File: config.mk
export PLATFORM = sky130hd
export DESIGN_NAME = mbist_march_gen
export DESIGN_NICKNAME = d
export VERILOG_FILES = /design/src/rtl/mbist_pkg.sv /design/src/rtl/mbist_cmp.sv /design/src/rtl/mbist_march_gen.sv
export SDC_FILE = /design/constraint.sdc
export NUM_CORES = 1
export LEC_CHECK = 0
export ABC_AREA = 1
export CAP_MARGIN = 0
export CORE_MARGIN = 2
export CORE_UTILIZATION = 45
export DETAILED_ROUTE_END_ITERATION = 10
export HOLD_SLACK_MARGIN = 0.02
export PLACE_DENSITY = 0.66
export SETUP_SLACK_MARGIN = 0.1
export SYNTH_ARGS = -nofsm -noshare
export SYNTH_HDL_FRONTEND = slang
export SYNTH_SLANG_ARGS = --single-unit
File: constraint.sdc
create_clock -name clk -period 4.46 [get_ports clk]
set_input_delay 0.446 -clock clk [delete_from_list [all_inputs] [get_ports clk]]
set_output_delay 0.446 -clock clk [all_outputs]
set_load 0.02 [all_outputs]
File: src/rtl/mbist_pkg.sv
// Shared types and the March C- element table for the memory-BIST sequencer.
// Each table entry says how one march element walks the array and what it reads/writes.
package mbist_pkg;

    typedef enum logic [1:0] {
        ST_IDLE  = 2'd0,
        ST_RUN   = 2'd1,
        ST_FLUSH = 2'd2,
        ST_DONE  = 2'd3
    } state_t;

    localparam int unsigned NUM_ELEMS = 6;
    localparam logic [2:0] ELEM_M0 = 3'd0;
    localparam logic [2:0] ELEM_M1 = 3'd1;
    localparam logic [2:0] ELEM_M2 = 3'd2;
    localparam logic [2:0] ELEM_M3 = 3'd3;
    localparam logic [2:0] ELEM_M4 = 3'd4;
    localparam logic [2:0] ELEM_M5 = 3'd5;

    // Cycles spent after the last op so the final read can be compared.
    localparam int unsigned FLUSH_LEN   = 1;
    localparam int unsigned FLUSH_CNT_W = 2;

    typedef struct packed {
        logic down;      // walk addresses from the top down
        logic two_op;    // read followed by write at each address
        logic first_rd;  // first op at each address is a read
        logic rd_val;    // expected value of the read (0 = BG, 1 = ~BG)
        logic wr_val;    // value written (0 = BG, 1 = ~BG)
    } elem_cfg_t;

    // Index i holds element Mi.
    localparam elem_cfg_t [NUM_ELEMS-1:0] ELEM_TABLE = {
        elem_cfg_t'{down: 1'b1, two_op: 1'b0, first_rd: 1'b1, rd_val: 1'b0, wr_val: 1'b0},  // M5 down(r0)
        elem_cfg_t'{down: 1'b1, two_op: 1'b1, first_rd: 1'b1, rd_val: 1'b1, wr_val: 1'b0},  // M4 down(r1,w0)
        elem_cfg_t'{down: 1'b1, two_op: 1'b1, first_rd: 1'b1, rd_val: 1'b0, wr_val: 1'b1},  // M3 down(r0,w1)
        elem_cfg_t'{down: 1'b0, two_op: 1'b1, first_rd: 1'b1, rd_val: 1'b1, wr_val: 1'b0},  // M2 up(r1,w0)
        elem_cfg_t'{down: 1'b0, two_op: 1'b1, first_rd: 1'b1, rd_val: 1'b0, wr_val: 1'b1},  // M1 up(r0,w1)
        elem_cfg_t'{down: 1'b0, two_op: 1'b0, first_rd: 1'b0, rd_val: 1'b0, wr_val: 1'b0}   // M0 up(w0)
    };

    function automatic elem_cfg_t elem_cfg(input logic [2:0] e);
        elem_cfg_t c;
        c = '0;
        if (e < 3'(NUM_ELEMS)) begin
            c = ELEM_TABLE[e];
        end
        return c;
    endfunction

endpackage

File: src/rtl/mbist_cmp.sv
// Read-compare pipeline: registers the issued read, checks rdata one cycle later,
// and holds a sticky fail flag with the address/element of the first mismatch.
module mbist_cmp
    import mbist_pkg::*;
#(
    parameter int ADDR_W = 8,
    parameter int DATA_W = 4
) (
    input  logic              clk,
    input  logic              rst,
    input  logic              clear,
    input  logic              rd_vld,
    input  logic [DATA_W-1:0] rd_exp,
    input  logic [ADDR_W-1:0] rd_addr,
    input  logic [2:0]        rd_elem,
    input  logic [DATA_W-1:0] rdata,
    output logic              fail,
    output logic [ADDR_W-1:0] fail_addr,
    output logic [2:0]        fail_elem
);

    logic              vld_q, vld_d;
    logic [DATA_W-1:0] exp_q, exp_d;
    logic [ADDR_W-1:0] addr_q, addr_d;
    logic [2:0]        elem_q, elem_d;
    logic              fail_q, fail_d;
    logic [ADDR_W-1:0] fail_addr_q, fail_addr_d;
    logic [2:0]        fail_elem_q, fail_elem_d;
    logic              mismatch;

    always_comb begin
        vld_d       = rd_vld;
        exp_d       = rd_exp;
        addr_d      = rd_addr;
        elem_d      = rd_elem;
        fail_d      = fail_q;
        fail_addr_d = fail_addr_q;
        fail_elem_d = fail_elem_q;
        mismatch    = vld_q && (rdata != exp_q);

        if (clear) begin
            fail_d      = 1'b0;
            fail_addr_d = '0;
            fail_elem_d = '0;
        end else if (mismatch && !fail_q) begin
            // Only the first failure of a run is recorded.
            fail_d      = 1'b1;
            fail_addr_d = addr_q;
            fail_elem_d = elem_q;
        end
    end

    always_ff @(posedge clk) begin
        if (rst) begin
            vld_q       <= 1'b0;
            exp_q       <= '0;
            addr_q      <= '0;
            elem_q      <= '0;
            fail_q      <= 1'b0;
            fail_addr_q <= '0;
            fail_elem_q <= '0;
        end else begin
            vld_q       <= vld_d;
            exp_q       <= exp_d;
            addr_q      <= addr_d;
            elem_q      <= elem_d;
            fail_q      <= fail_d;
            fail_addr_q <= fail_addr_d;
            fail_elem_q <= fail_elem_d;
        end
    end

    assign fail      = fail_q;
    assign fail_addr = fail_addr_q;
    assign fail_elem = fail_elem_q;

endmodule

File: src/rtl/mbist_march_gen.sv
// March C- memory-BIST sequencer: walks elements M0..M5 over the SRAM, driving
// addr/wdata/we/re directly, and hands each read to mbist_cmp for checking.
module mbist_march_gen
    import mbist_pkg::*;
#(
    parameter int              ADDR_W = 8,
    parameter int              DATA_W = 4,
    parameter logic [DATA_W-1:0] BG   = {DATA_W/2{2'b01}}
) (
    input  logic              clk,
    input  logic              rst,
    input  logic              start,
    input  logic              en,
    input  logic [DATA_W-1:0] rdata,
    output logic [ADDR_W-1:0] addr,
    output logic [DATA_W-1:0] wdata,
    output logic              we,
    output logic              re,
    output logic              busy,
    output logic              done,
    output logic              fail,
    output logic [ADDR_W-1:0] fail_addr,
    output logic [2:0]        fail_elem
);

    localparam logic [ADDR_W-1:0]      ADDR_MAX   = '1;
    localparam logic [FLUSH_CNT_W-1:0] FLUSH_LAST = FLUSH_CNT_W'(FLUSH_LEN - 1);

    state_t                 state_q, state_d;
    logic [2:0]             elem_q, elem_d;
    logic [ADDR_W-1:0]      addr_q, addr_d;
    logic                   op_q, op_d;
    logic [FLUSH_CNT_W-1:0] flush_cnt_q, flush_cnt_d;

    elem_cfg_t         cfg;
    elem_cfg_t         next_cfg;
    logic              run;
    logic              is_rd;
    logic              last_op;
    logic              last_addr;
    logic              op_val;
    logic              start_ok;
    logic [DATA_W-1:0] op_data;

    // Decode of the current op from the element table.
    always_comb begin
        cfg       = elem_cfg(elem_q);
        next_cfg  = elem_cfg(elem_q + 3'd1);
        run       = (state_q == ST_RUN);
        is_rd     = cfg.first_rd && !op_q;
        last_op   = !cfg.two_op || op_q;
        last_addr = cfg.down ? (addr_q == '0) : (addr_q == ADDR_MAX);
        op_val    = is_rd ? cfg.rd_val : cfg.wr_val;
        op_data   = op_val ? ~BG : BG;
        start_ok  = start && ((state_q == ST_IDLE) || (state_q == ST_DONE));
    end

    always_comb begin
        state_d     = state_q;
        elem_d      = elem_q;
        addr_d      = addr_q;
        op_d        = op_q;
        flush_cnt_d = flush_cnt_q;

        unique case (state_q)
            ST_IDLE, ST_DONE: begin
                if (start_ok) begin
                    state_d = ST_RUN;
                    elem_d  = ELEM_M0;
                    addr_d  = '0;
                    op_d    = 1'b0;
                end
            end
            ST_RUN: begin
                if (en) begin
                    if (!last_op) begin
                        op_d = 1'b1;
                    end else begin
                        op_d = 1'b0;
                        if (last_addr) begin
                            if (elem_q == ELEM_M5) begin
                                state_d     = ST_FLUSH;
                                flush_cnt_d = '0;
                            end else begin
                                // Jump straight to the next element's first address.
                                elem_d = elem_q + 3'd1;
                                addr_d = next_cfg.down ? ADDR_MAX : '0;
                            end
                        end else begin
                            addr_d = cfg.down ? (addr_q - 1'b1) : (addr_q + 1'b1);
                        end
                    end
                end
            end
            ST_FLUSH: begin
                if (flush_cnt_q == FLUSH_LAST) begin
                    state_d = ST_DONE;
                end else begin
                    flush_cnt_d = flush_cnt_q + 1'b1;
                end
            end
            default: state_d = ST_IDLE;
        endcase
    end

    always_ff @(posedge clk) begin
        if (rst) begin
            state_q     <= ST_IDLE;
            elem_q      <= '0;
            addr_q      <= '0;
            op_q        <= 1'b0;
            flush_cnt_q <= '0;
        end else begin
            state_q     <= state_d;
            elem_q      <= elem_d;
            addr_q      <= addr_d;
            op_q        <= op_d;
            flush_cnt_q <= flush_cnt_d;
        end
    end

    assign addr  = run ? addr_q : '0;
    assign wdata = (run && !is_rd) ? op_data : '0;
    assign we    = run && en && !is_rd;
    assign re    = run && en && is_rd;
    assign busy  = (state_q == ST_RUN) || (state_q == ST_FLUSH);
    assign done  = (state_q == ST_DONE);

    mbist_cmp #(
        .ADDR_W (ADDR_W),
        .DATA_W (DATA_W)
    ) u_cmp (
        .clk       (clk),
        .rst       (rst),
        .clear     (start_ok),
        .rd_vld    (re),
        .rd_exp    (op_data),
        .rd_addr   (addr_q),
        .rd_elem   (elem_q),
        .rdata     (rdata),
        .fail      (fail),
        .fail_addr (fail_addr),
        .fail_elem (fail_elem)
    );

endmodule

# [After elaboration in Yosys (flattened, before gate mapping)]
# Memory sizes are Yosys's and may differ from the RTL's. A register that Yosys moved wholly into a read port is not among the register bits.
# Cells that the tools add are included.
[word_totals] reg_bits=44 latchBits=0 ramBits=0 mem_bits_ro=80 output_inout_bits=28 elab_cells=106 memories=2
[mem_list] memory="(no name shown)" words=8 width=5 read_ports=1 rd_ports_with_merged_regs=0 wr=0 line_no="mbist_pkg.sv:46" rtl="c = ELEM_TABLE[e];"
[mem_list] memory="(no name shown)" words=8 width=5 read_ports=1 rd_ports_with_merged_regs=1 wr=0 line_no="mbist_pkg.sv:46"
[op_classes] n_addsub=4 mul=0 n_div=0 magnitude_cmp=4 n_eq_ne=15 n_shift=0 n_mux=42 bitwise_logic=0 reduce_logical=27
[op_table] op="$mux 8" count=8
[op_table] op="$mux 2" count=11
[op_table] op="$mux 3" count=7
[op_table] op="$mux 5" count=4
[op_table] op="$reduce_and 6->1" count=3
[op_table] op="$pmux 8 s2" count=1
[op_table] op="$ne 2x2->1 const B" count=5
[op_table] op="$add 8x1->8 const B" count=1
[op_table] op="$eq 8x8->1 const B" count=1
[op_table] op="$logic_and 1x1->1" count=8
[op_table] op="$logic_not 8->1" count=1
[op_table] op="$lt 3x4->1 const B" count=2
[op_table] op="$mux 4" count=2
[op_table] op="$sub 8x1->8 const B" count=1
[op_table] op="$lt 3x3->1 const B" count=2
[op_table] op="$ne 2x1->1 const B" count=3
[op_table] op="$pmux 2 s3" count=1
[op_table] op="$pmux 3 s2" count=1
[op_table] op="$mux 1" count=5
[op_table] op="$reduce_and 5->1" count=1
[op_table] op="$eq 2x2->1 const B" count=2
[op_table] op="$logic_not 1->1" count=4
[op_table] op="$logic_not 2->1" count=2
[op_table] op="$ne 4x4->1" count=1
[op_table] op="other kinds (11)" count=15

# [Depth between registers and ports, before layout]
[depth] word_depth=10 depth_mapped=14 mapped_depth_nobuf=14

# [Cells and area by module]
# Synthesis repeated with hierarchy kept, for this count alone.
[unflattened] hier_cells=401 hier_area_um2=2762.6
[modules_own_cells] mod="mbist_march_gen" n_inst=1 cells_each=261 area_per_inst_um2=1677.9 seq_area_each_um2=420.4
[modules_own_cells] mod="mbist_cmp" n_inst=1 cells_each=140 area_per_inst_um2=1084.8 seq_area_each_um2=560.5

# [Worst setup path before layout]
# Ideal clock, no wire load.
[synth_path] kind="register to output" start="reg state_q[1]" end="out wdata[3]" arrival_time_ns=1.541 required_time_ns=4.014 path_slack_ns=2.473 stages_incl_launch_ff=10 n_path_buf=3 path_cell_list="dfxtp_1 -> inv_1 -> ha_1 -> buf_2 -> clkbuf_1 -> nand2_1 -> inv_1 -> nand2_1 -> inv_1 -> buf_4"
[synth_between] elab_chain_cells=3
[synth_lines] item="start: declaration" line_no="mbist_march_gen.sv:29" rtl="state_t state_q, state_d;"
[synth_lines] item="start signal: assignment" line_no="mbist_march_gen.sv:114" rtl="state_q <= state_d;"
[synth_lines] item="$eq 2x1->1" line_no="mbist_march_gen.sv:49" rtl="run = (state_q == ST_RUN);"
[synth_lines] item="$logic_and 1x1->1" line_no="mbist_march_gen.sv:123" rtl="assign wdata = (run && !is_rd) ? op_data : '0;"
[synth_lines] item="$mux 4" line_no="mbist_march_gen.sv:123"
[synth_lines] item="end: declaration" line_no="mbist_march_gen.sv:16" rtl="output logic [DATA_W-1:0] wdata,"
# No other way between the ends.

# [Worst setup path after layout]
[layout_path] start="reg state_q[1]" end="out wdata[1]"
# The elaborated chain is that of the path after synthesis.

==> results.ini <==
[timing]
min_period_ps=2800
maxSlewHeadroom=0.507
setup_violations=0
max_freq_mhz=357
tightest_slew_ps=739
timing.final.crit_share=0.629
timing.setup.tns_ps=0
grt_setup_unrepaired=no
hold_ws_ps=463
setup_slack_ps=1660
slew_viol_final=0
skew_ps=9.16
hold_violations=0

[critical_path]
critPathLaunchType=flop
path_class=flop to output pin
cp.arrival_ps=2360
r2r_start=state_q[1]
critPathMaxFanout=18
startpoint=state_q[1]
reg2reg_setup_slack_ps=2290
required_ps=4010
worstRegToRegCells=11
crit_end=wdata[1]
critPathCaptureType=output pin

[placed_design]
detailed_place.area_um2=2900
dpl.cell_count=455
port_buffers=35
dp_slack_ps=1970
gp_congestion=0.892
hpwl_um=4010

[grt]
grt_usage=0.186
grt_max_degree=19
grt_pass1_wl_um=9230
grt_overflow=0
grt_pass1_vias=2056
antenna_found_initial=0

[power]
finalPower_mw=1.86
powerDensity_nw_per_um2=615
switching_share=0.454
p_leak_nw=1.45
seq_power_share=0.318
vdd_drop_max_v=0.000363
p_clk_frac=0.174
power.net_switching_mw=0.843
p_int_mw=1.01
combPwrFrac=0.508

[clock_network]
cts_buffers=5
clock-sinks=47
cts_tree=built
cts_max_level=2
cts_root_buf=clkbuf_8
ctsHoldBuffers=0
cts_resized=0
clockBufferDepth=2
clk_pin_slew_ps=90
clock_latency_ps=310
post_cts_buffers=0

[logic_synthesis]
syn_inst=358
synth_top_cell_area_share=0.375
seq_area_frac_synth=0.375
syn_nets=377
synth_largest_area_cell=dfxtp_1
synth_seq_cells=47
synth_ff_type=dfxtp_1
async_flop_share=0
yosysMostFrequentCell=nand2_1
synthTopCellsByArea=dfxtp_1, nand2_1, inv_1, ha_1, nor2_1
syn_area_um2=2510
ys_types=32
synthTopCellsByCount=nand2_1, inv_1, dfxtp_1, nor2_1, nand3_1
synth.avg_cell_area_um2=7.00
synth_edf_count=0
yosys_warnings=0

[layout]
fillers=535
syn_to_final_growth_pct=20.5
fin_nets=409
final_util=0.555
antennaDiodeCount=0
stdcell_count=463
design_area_um2=3020
drive_gt1_frac=0.107

[routing]
ant_nets=0
drt_iter0_drc=98
wire_per_inst_um=11.2
avgViaCountPerCell=4.78
drc=0
vias=2214
dr.pass1.iters=4
drt-total-wl_um=5160

[floorplan]
core_area_um2=5440
dieWidth_um=78.6
die_h_um=78.6
die_area_um2=6190
start_util=0.461
rows=27
ios=36

[worst_hold_path]
hold_class=flop to flop

[outcome]
status=completed

[job]
max-cap-violations=0

worst min path at each step:
stage | start | endpoint | slack, ps | depth (start not counted)
floorplan | u_cmp.addr_q[0] | u_cmp.fail_addr[0] | 450 | 2
global placement | u_cmp.fail_addr[3] | u_cmp.fail_addr[3] | 450 | 2
detailed placement | u_cmp.fail_addr[3] | u_cmp.fail_addr[3] | 450 | 2
CTS | u_cmp.fail_addr[3] | u_cmp.fail_addr[3] | 470 | 2
global route | u_cmp.fail_addr[7] | u_cmp.fail_addr[7] | 480 | 2
finish | u_cmp.fail_addr[3] | u_cmp.fail_addr[3] | 460 | 2
logic make-up (layout without fill, tap and decap cells):
logic type,count (synthesis),count (layout),synth area share
AOI/OAI and AO/OA,30,30,0.0669
xor gates and xnor gates,2,2,0.00699
adders and majority gates,11,11,0.0549
buffers and inverters,73,106,0.114
DFF,47,47,0.375
and+or+nand+nor,195,195,0.382
placed cells by master, fill, tap and decap left out, types with 5 or more instances in the layout:
cell	instances
nand2_4	6
clkbuf_8	5
inv_2	5
dfxtp_1	47
ha_1	11
inv_1	56
nand4_1	17
nand2_1	95
nand2_2	9
a21oi_1	17
o21ai_0	5
clkdlybuf4s50_1	35
nand3_1	21
nor2_1	32
power by group through the flow:
stage | logic, mW | registers [mW] | clock network [mW]
2_1_floorplan | 0.747 | 0.580 | 0
3_3_place_gp | 0.936 | 0.598 | 0
3_5_place_dp | 0.946 | 0.599 | 0
4_1_cts | 0.949 | 0.589 | 0.332
5_1_grt | 1.09 | 0.604 | 0.348
6_report | 0.943 | 0.590 | 0.324
worst max-delay path: stages (launching register included):
cell             delay [ps]
dfxtp_1                 340
inv_1                    90
ha_1                    640
nand2_1                 150
inv_1                   100
nand2_1                  50
inv_1                    80
clkdlybuf4s50_1         600
metal layers:
layer | GRT usage | up-vias | wire length [um] | share of wire
li1 | - | 1179 | - | -
met1 | 0.243 | 966 | 2420 | 0.47
met2 | 0.301 | 58 | 2330 | 0.45
met3 | 0.0437 | 11 | 319 | 0.062
met4 | 0.0667 | 0 | 100 | 0.019
met5 | 0 | - | 0 | 0
cell type report:
cell class / instances / area [um^2] / area share
repair buffers: 36 / 358 / 0.118
clock buffers: 5 / 68.8 / 0.0228
multi-input cells: 238 / 1280 / 0.424
flip-flops and latches: 47 / 941 / 0.312
inverters: 62 / 235 / 0.0779
clock inverters: 3 / 47.5 / 0.0157
well taps: 72 / 90.1 / 0.0298
Note: power is estimated with default switching activity, not from simulation.
